==> src/rtl/serial_add_pkg.sv <==
// Shared constants for the bit-serial adder controller: FSM state encoding and default width.
package serial_add_pkg;

  localparam int SERIAL_ADD_WIDTH = 8;

  typedef logic [1:0] state_t;

  localparam state_t ST_IDLE = 2'd0;
  localparam state_t ST_RUN  = 2'd1;
  localparam state_t ST_DONE = 2'd2;

endpackage

==> src/rtl/fulladder.sv <==
// 1-bit combinational full-adder cell shared by the serial adder datapath.
module fulladder (
  input  logic a,
  input  logic b,
  input  logic cin,
  output logic sum,
  output logic cout
);

  assign sum  = a ^ b ^ cin;
  assign cout = (a & b) | (cin & (a ^ b));

endmodule

==> src/rtl/serial_add_ctrl.sv <==
// Bit-serial adder controller: sequences one full-adder cell over WIDTH cycles, LSB first.
// Optional subtract mode (sub port) is built when SERIAL_ADD_SUB_EN is defined.
module serial_add_ctrl
  import serial_add_pkg::*;
#(
  parameter int WIDTH = SERIAL_ADD_WIDTH
) (
  input  logic             clk,
  input  logic             rst_n,
  input  logic             start,
  input  logic [WIDTH-1:0] a,
  input  logic [WIDTH-1:0] b,
  input  logic             cin,
`ifdef SERIAL_ADD_SUB_EN
  input  logic             sub,
`endif
  output logic             busy,
  output logic             done,
  output logic [WIDTH-1:0] sum,
  output logic             cout,
  output state_t           state_o
);

  // Handshake: start is sampled only in IDLE; done is a one-cycle result-valid
  // pulse; busy covers the whole operation from the accepting edge until the
  // edge after done, so a new start is accepted one cycle after done.

  localparam int CW = $clog2(WIDTH + 1);
  localparam logic [CW-1:0] TERM_CNT = CW'(WIDTH - 1);

  state_t           state_q, state_d;
  logic [WIDTH-1:0] a_sr_q, a_sr_d;
  logic [WIDTH-1:0] b_sr_q, b_sr_d;
  logic [WIDTH-1:0] sum_sr_q, sum_sr_d;
  logic             carry_q, carry_d;
  logic [CW-1:0]    cnt_q, cnt_d;
  logic             busy_q, busy_d;
  logic             done_q, done_d;
  logic [WIDTH-1:0] sum_q, sum_d;
  logic             cout_q, cout_d;

  logic [WIDTH-1:0] b_load;
  logic             c_load;
  logic             fa_sum;
  logic             fa_cout;

`ifdef SERIAL_ADD_SUB_EN
  // a - b as a + ~b + 1; the carry-out then reads as "no borrow".
  assign b_load = sub ? ~b : b;
  assign c_load = sub | cin;
`else
  assign b_load = b;
  assign c_load = cin;
`endif

  fulladder u_fa (
    .a   (a_sr_q[0]),
    .b   (b_sr_q[0]),
    .cin (carry_q),
    .sum (fa_sum),
    .cout(fa_cout)
  );

  always_comb begin
    state_d  = state_q;
    a_sr_d   = a_sr_q;
    b_sr_d   = b_sr_q;
    sum_sr_d = sum_sr_q;
    carry_d  = carry_q;
    cnt_d    = cnt_q;
    busy_d   = 1'b0;
    done_d   = 1'b0;
    sum_d    = sum_q;
    cout_d   = cout_q;

    case (state_q)
      ST_IDLE: begin
        busy_d = start;
        if (start) begin
          a_sr_d  = a;
          b_sr_d  = b_load;
          carry_d = c_load;
          cnt_d   = '0;
          state_d = ST_RUN;
        end
      end
      ST_RUN: begin
        busy_d   = 1'b1;
        a_sr_d   = a_sr_q >> 1;
        b_sr_d   = b_sr_q >> 1;
        sum_sr_d = {fa_sum, sum_sr_q[WIDTH-1:1]};
        carry_d  = fa_cout;
        cnt_d    = cnt_q + CW'(1);
        if (cnt_q == TERM_CNT) begin
          state_d = ST_DONE;
        end
      end
      ST_DONE: begin
        busy_d  = 1'b1;
        done_d  = 1'b1;
        sum_d   = sum_sr_q;
        cout_d  = carry_q;
        state_d = ST_IDLE;
      end
      default: begin
        state_d = ST_IDLE;
      end
    endcase
  end

  always_ff @(posedge clk) begin
    if (!rst_n) begin
      state_q  <= ST_IDLE;
      a_sr_q   <= '0;
      b_sr_q   <= '0;
      sum_sr_q <= '0;
      carry_q  <= 1'b0;
      cnt_q    <= '0;
      busy_q   <= 1'b0;
      done_q   <= 1'b0;
      sum_q    <= '0;
      cout_q   <= 1'b0;
    end else begin
      state_q  <= state_d;
      a_sr_q   <= a_sr_d;
      b_sr_q   <= b_sr_d;
      sum_sr_q <= sum_sr_d;
      carry_q  <= carry_d;
      cnt_q    <= cnt_d;
      busy_q   <= busy_d;
      done_q   <= done_d;
      sum_q    <= sum_d;
      cout_q   <= cout_d;
    end
  end

  assign busy    = busy_q;
  assign done    = done_q;
  assign sum     = sum_q;
  assign cout    = cout_q;
  assign state_o = state_q;

endmodule

==> config.mk <==
export PLATFORM = sky130hd
export DESIGN_NAME = serial_add_ctrl
export DESIGN_NICKNAME = d
export VERILOG_FILES = /design/src/rtl/serial_add_pkg.sv /design/src/rtl/fulladder.sv /design/src/rtl/serial_add_ctrl.sv
export SDC_FILE = /design/constraint.sdc
export NUM_CORES = 1
export LEC_CHECK = 0
export CAP_MARGIN = 20
export CORE_UTILIZATION = 45
export CTS_BUF_LIST = sky130_fd_sc_hd__clkbuf_16
export DETAILED_ROUTE_END_ITERATION = 6
export GPL_TIMING_DRIVEN = 0
export HOLD_SLACK_MARGIN = 0.05
export PLACE_DENSITY = 0.7
export SYNTH_ARGS = -nofsm -noshare
export SYNTH_HDL_FRONTEND = slang
export SYNTH_SLANG_ARGS = --single-unit
==> constraint.sdc <==
create_clock -name clk -period 1.9 [get_ports clk]
set_input_delay 0.57 -clock clk [delete_from_list [all_inputs] [get_ports clk]]
set_output_delay 0.57 -clock clk [all_outputs]
set_load 0.01 [all_outputs]
# Yosys cells after proc, flatten, opt, wreduce, memory -nomap -nowiden
# Index checks and enable logic that the tools add are counted.
[classes]
reduce_logical = 5
n_eq_ne = 5
bitwise_logic = 5
n_mux = 13
addsub = 1
[ops]
columns = ["cell", "n"]
rows = [
  ["8-bit one-hot mux with 2 select lines", 2],
  ["8-bit two-way mux", 2],
  ["4-bit one-hot mux with 2 select lines", 1],
  ["4-bit by 1-bit adder with 4-bit output (second input constant)", 1],
  ["4-bit by 3-bit == test with 1-bit output (second input constant)", 1],
  ["2-bit two-way mux", 2],
  ["4-bit two-way mux", 1],
  ["2-bit != test (second input constant)", 2],
  ["1-bit one-hot mux with 2 select lines", 2],
  ["2-bit one-hot mux with 2 select lines", 1],
  ["2-bit AND reduction", 2],
  ["1-bit bitwise AND", 2],
  ["2-bit by 1-bit == test with 1-bit output (second input constant)", 1],
  ["2-bit == test (second input constant)", 1],
  ["2-bit logical NOT", 1],
  ["1-bit two-way mux", 2],
  ["2-bit nonzero test", 1],
  ["2-bit OR reduction", 1],
  ["1-bit XOR", 2],
  ["1-bit bitwise OR", 1],
]
[totals]
in_bits = 20
out_inout_bits = 13
register_bits = 42
word_cells = 39

# Longest topological paths before layout
[depth]
ltp_word = 4
depth_mapped = 7
ltp_nobuf = 5

# By module
# Synthesis repeated with hierarchy kept, for this count alone.
[hier_totals]
cells_unflattened = 182
hier_area_um2 = 1924.3
[modules_own_cells]
columns = ["mod", "cells_per_inst", "seq_area_each_um2", "n_inst", "area_per_inst_um2"]
rows = [
  ["serial_add_ctrl", 181, 840.8, 1, 1904.3],
  ["fulladder", 1, 0.0, 1, 20.0],
]

# Worst setup path after synthesis
# OpenSTA, ideal clock, no wires.
[synth_timing]
kind = "register to register"
start = "register state_q[0], in the netlist state_o[0]"
end = "register b_sr_q[0]"
path_buffers = 2
slack_ps = 293
setup_time_ps = 116
path_stages_with_launch = 7
required_time_ps = 1784
arrival_ps = 1491
synth_period_minus_slack_ps = 1607
cell_sequence = "dfxtp_1 inv_1 ha_1 buf_6 mux2_4 buf_6 o211a_1"
[synth_between]
elab_chain_cells = 3
word_cells_on_any_way = 6
cone_classes = "eq/ne (2); mux (1); reduce/logical (3)"
[synth_lines]
columns = ["item", "line", "source"]
rows = [
  ["from (decl)", "serial_add_ctrl.sv:31", "state_t state_q, state_d;"],
  ["from (signal assigned)", "serial_add_ctrl.sv:124", "state_q <= state_d;"],
  ["2-bit by 1-bit == test with 1-bit output / 2-bit logical NOT (equally long branches)", "serial_add_ctrl.sv:76", "case (state_q)"],
  ["2-bit nonzero test (no source line) / 2-bit != test (equally long branches)", "--", ""],
  ["2-bit AND reduction (no source line)", "--", ""],
  ["to (signal assigned)", "serial_add_ctrl.sv:126", "b_sr_q <= b_sr_d;"],
  ["to (decl)", "serial_add_ctrl.sv:33", "logic [WIDTH-1:0] b_sr_q, b_sr_d;"],
]
# Parallel ways exist; a longest one is shown, timed or not.
# A chain may end at the register's enable or synchronous reset.

# Final worst setup path
[layout_timing]
start = "register state_q[0], in the netlist state_o[0]"
end = "output state_o[0]"
[layout_lines]
columns = ["item", "line", "source"]
rows = [
  ["to (decl)", "serial_add_ctrl.sv:21", "output state_t state_o"],
]
# No word-level cell between the ends.

==> flow_summary.ini <==
[run_status]
status = completed

[placement]
place_ws_ns = -0.0840
dp_hpwl_um = 2700
gp_congestion = 0.714
port_buffers = 31

[clock_tree]
cts_tree = built
root_buffer = clkbuf_16
ctsHoldBuffers = 0
cts_buffer_depth = 2
clk_latency_ns = 0.28
tritoncts.num_buffers = 5
clk_pin_slew_ns = 0.06
cts_setup_buffers = 0
numClockSinks = 42
htree_levels = 2

[timing]
finalCritPeriodShare_pct = 94.8
rsz0062_at_grt = false
setup_tns_ns = 0
slew_headroom_pct = 67.5
tightestPinTransition_ns = 0.487
fin_skew_ns = 0.00373
fin_ws_ns = 0.0981
hold_violations = 0
fmax_mhz = 555
setup_violations = 0
period_minus_slack_ns = 1.80
slew_violations = 0

[setup_path]
path_depth = 1
crit_required_ns = 1.33
arrival_ns = 1.23
endpoint = state_o[0]
cp_slowest_cell = clkdlybuf4s50_1
start_kind = flip-flop
critical_path_peak_fanout = 6
crit_chain = clkdlybuf4s50_1
cp_top_family = buffers and inverters
path_buf_inv = 1
startpoint = state_o[0]
timing.rr.end = b_sr_q[1]
slowest_delay_ns = 0.56
reg2reg_from = state_o[0]
r2r_setup_slack_ns = 0.30
reg2reg_depth = 6
worst_setup_path_end_kind = output port
critPathKind = reg2out

[layout]
multi_input_area_um2 = 991
nFillCells = 344
syn_to_final_growth_pct = 28.1
ff_latch_area_um2 = 843
nets = 247
final_util_pct = 60.7
antenna_cells = 0
drive_gt1_share_pct = 10.4

[synthesis]
ys.warnings.count = 0
synth_top_cell_by_area = dfxtp_1
syn_area_per_cell_um2 = 10.6
synth_compound_area_share_pct = 12.9
synth.yosys.seq_area_share_pct = 43.7
synth-xor-area-share_pct = 0
synthCells = 182
synth.top_cell.area_share_pct = 43.7
synth-simple-area-share_pct = 15.2
synth.top_cells.by_area = dfxtp_1, mux2i_1, o211a_1
synth_top_family_by_area = multiplexers
ys_ff_latch = 42
synth_cell_types = 28
synthMuxAreaShare_pct = 18.5
syn_nets = 209
synthAdderAreaFrac_pct = 4.94
syn_area_mm2 = 0.00192

[power]
ir_drop_v = 0.000544
power_w = 0.00244
power_density_mw_per_mm2 = 990
power.leakage_nw = 1.07

[routing]
vias = 1434
routed_via_density = 5.29
drt-total-wl_um = 3780
drt.antenna.violating_nets = 0
drtPass1Iterations = 4
route.detailed.drc = 0
wire_per_inst_um = 14.0
first_iter_violations = 63

[floorplanning]
num_io_pins = 33
core_mm2 = 0.00406
dieArea_mm2 = 0.00454
rows = 23
die_y_um = 67.4
start_util_pct = 47.4
fp.dieW_um = 67.4

[global_routing]
grt.busiest_layer = met2
grt_pass1_vias = 1348
grt_util_met1_pct = 20.8
groute.usage.overall_pct = 18.7
grt_start_max_net_pins = 14
use_met3_pct = 6.08
grt_pass1_wl_um = 6180
grt_overflow = 0
antenna_found_initial = 0
grt_util_met2_pct = 32.9

[job]
max_cap_viol_count = 0

[worst_hold_path]
worstHoldStart = b_sr_q[4]
hp-class = reg2reg
-- cells in the mapped netlist (all sizes together) --
cell / count
a31oi: 2
nand2: 20
a21o: 1
o211a: 16
mux2: 1
fa: 1
and2: 1
a21oi: 2
a21boi: 3
nor2b: 21
nand4: 1
o211ai: 1
buf: 9
inv: 2
o22ai: 2
nand3b: 2
dfxtp: 42
nand2b: 2
o21ai: 1
clkbuf: 4
nand3: 3
ha: 6
mux2i: 34
and2b: 2
and3: 1
a32oi: 1
nor3b: 1
-- registers in the layout, summed over array words and instances (netlist names) --
register / count
a_sr_q: 8
sum_sr_q: 8
cout: 1
b_sr_q: 8
cnt_q: 4
state_o: 2
done: 1
carry_q: 1
busy: 1
sum: 8
-- cell type report --
cell class | instances | area share (%)
clock buffer | 5 | 5.08
clock inverter | 3 | 1.62
sequential | 42 | 34.2
multi-input combinational | 125 | 40.2
timing repair buffer | 31 | 12.6
tap | 50 | 2.54
inverter | 2 | 0.305
buffer | 13 | 3.45
-- placed cells by master (no fill, tap or decap), types with 2 or more instances in the layout --
cell	instances
mux2i_1	34
o211a_1	16
inv_1	2
o22ai_1	2
dfxtp_2	2
and2b_2	2
a31oi_1	2
a21oi_1	2
ha_1	6
clkdlybuf4s50_1	31
nand3b_1	2
nand2_1	20
buf_6	4
dfxtp_1	40
nor2b_1	21
nand3_1	3
clkbuf_16	5
clkinv_2	2
nand2b_1	2
a21boi_0	3
clkbuf_1	4
buf_2	5
-- worst min path at each step --
stage / slack [ns] / to / cells past startpoint
floorplan: 0.46 / a_sr_q[7] / 2
global placement: 0.47 / a_sr_q[7] / 2
detailed placement: 0.49 / a_sr_q[7] / 2
CTS: 0.50 / a_sr_q[7] / 2
global route: 0.51 / state_o[1] / 2
finish: 0.50 / b_sr_q[4] / 1
-- cell families after synthesis --
kind of cell	count (synthesis)
buffers and inverters	15
flip-flops	42
adder cells (fa/ha/maj)	7
AND/OR/NAND/NOR	54
AO/OA/AOI/OAI	29
multiplexers	35
-- timing repair --
action / 4_1_cts / 5_1_grt
pin swaps: 0 / 0
gates resized for setup: 1 / 1
endpoints found under the setup margin: 1 / 1
-- power breakdown --
group	internal (W)	switching [W]
Combinational	0.000252	0.000223
Sequential	0.000959	0.0000510
Clock	0.000615	0.000341
-- metrics by stage --
step / instances / area, um^2 / hold WS [ns]
after CTS: 271 / 2460 / 0.501
final: 271 / 2460 / 0.496
after global placement: 263 / 2300 / 0.472
after floorplan: 182 / 1920 / 0.455
after global routing: 271 / 2460 / 0.513
after detailed placement: 263 / 2300 / 0.487
-- per-layer routing --
layer	up-vias	routed length (um)
met2	28	1820
met5	-	0
met4	0	55
met3	6	134
li1	712	-
met1	688	1780
Power figures use the tool's default switching activity.
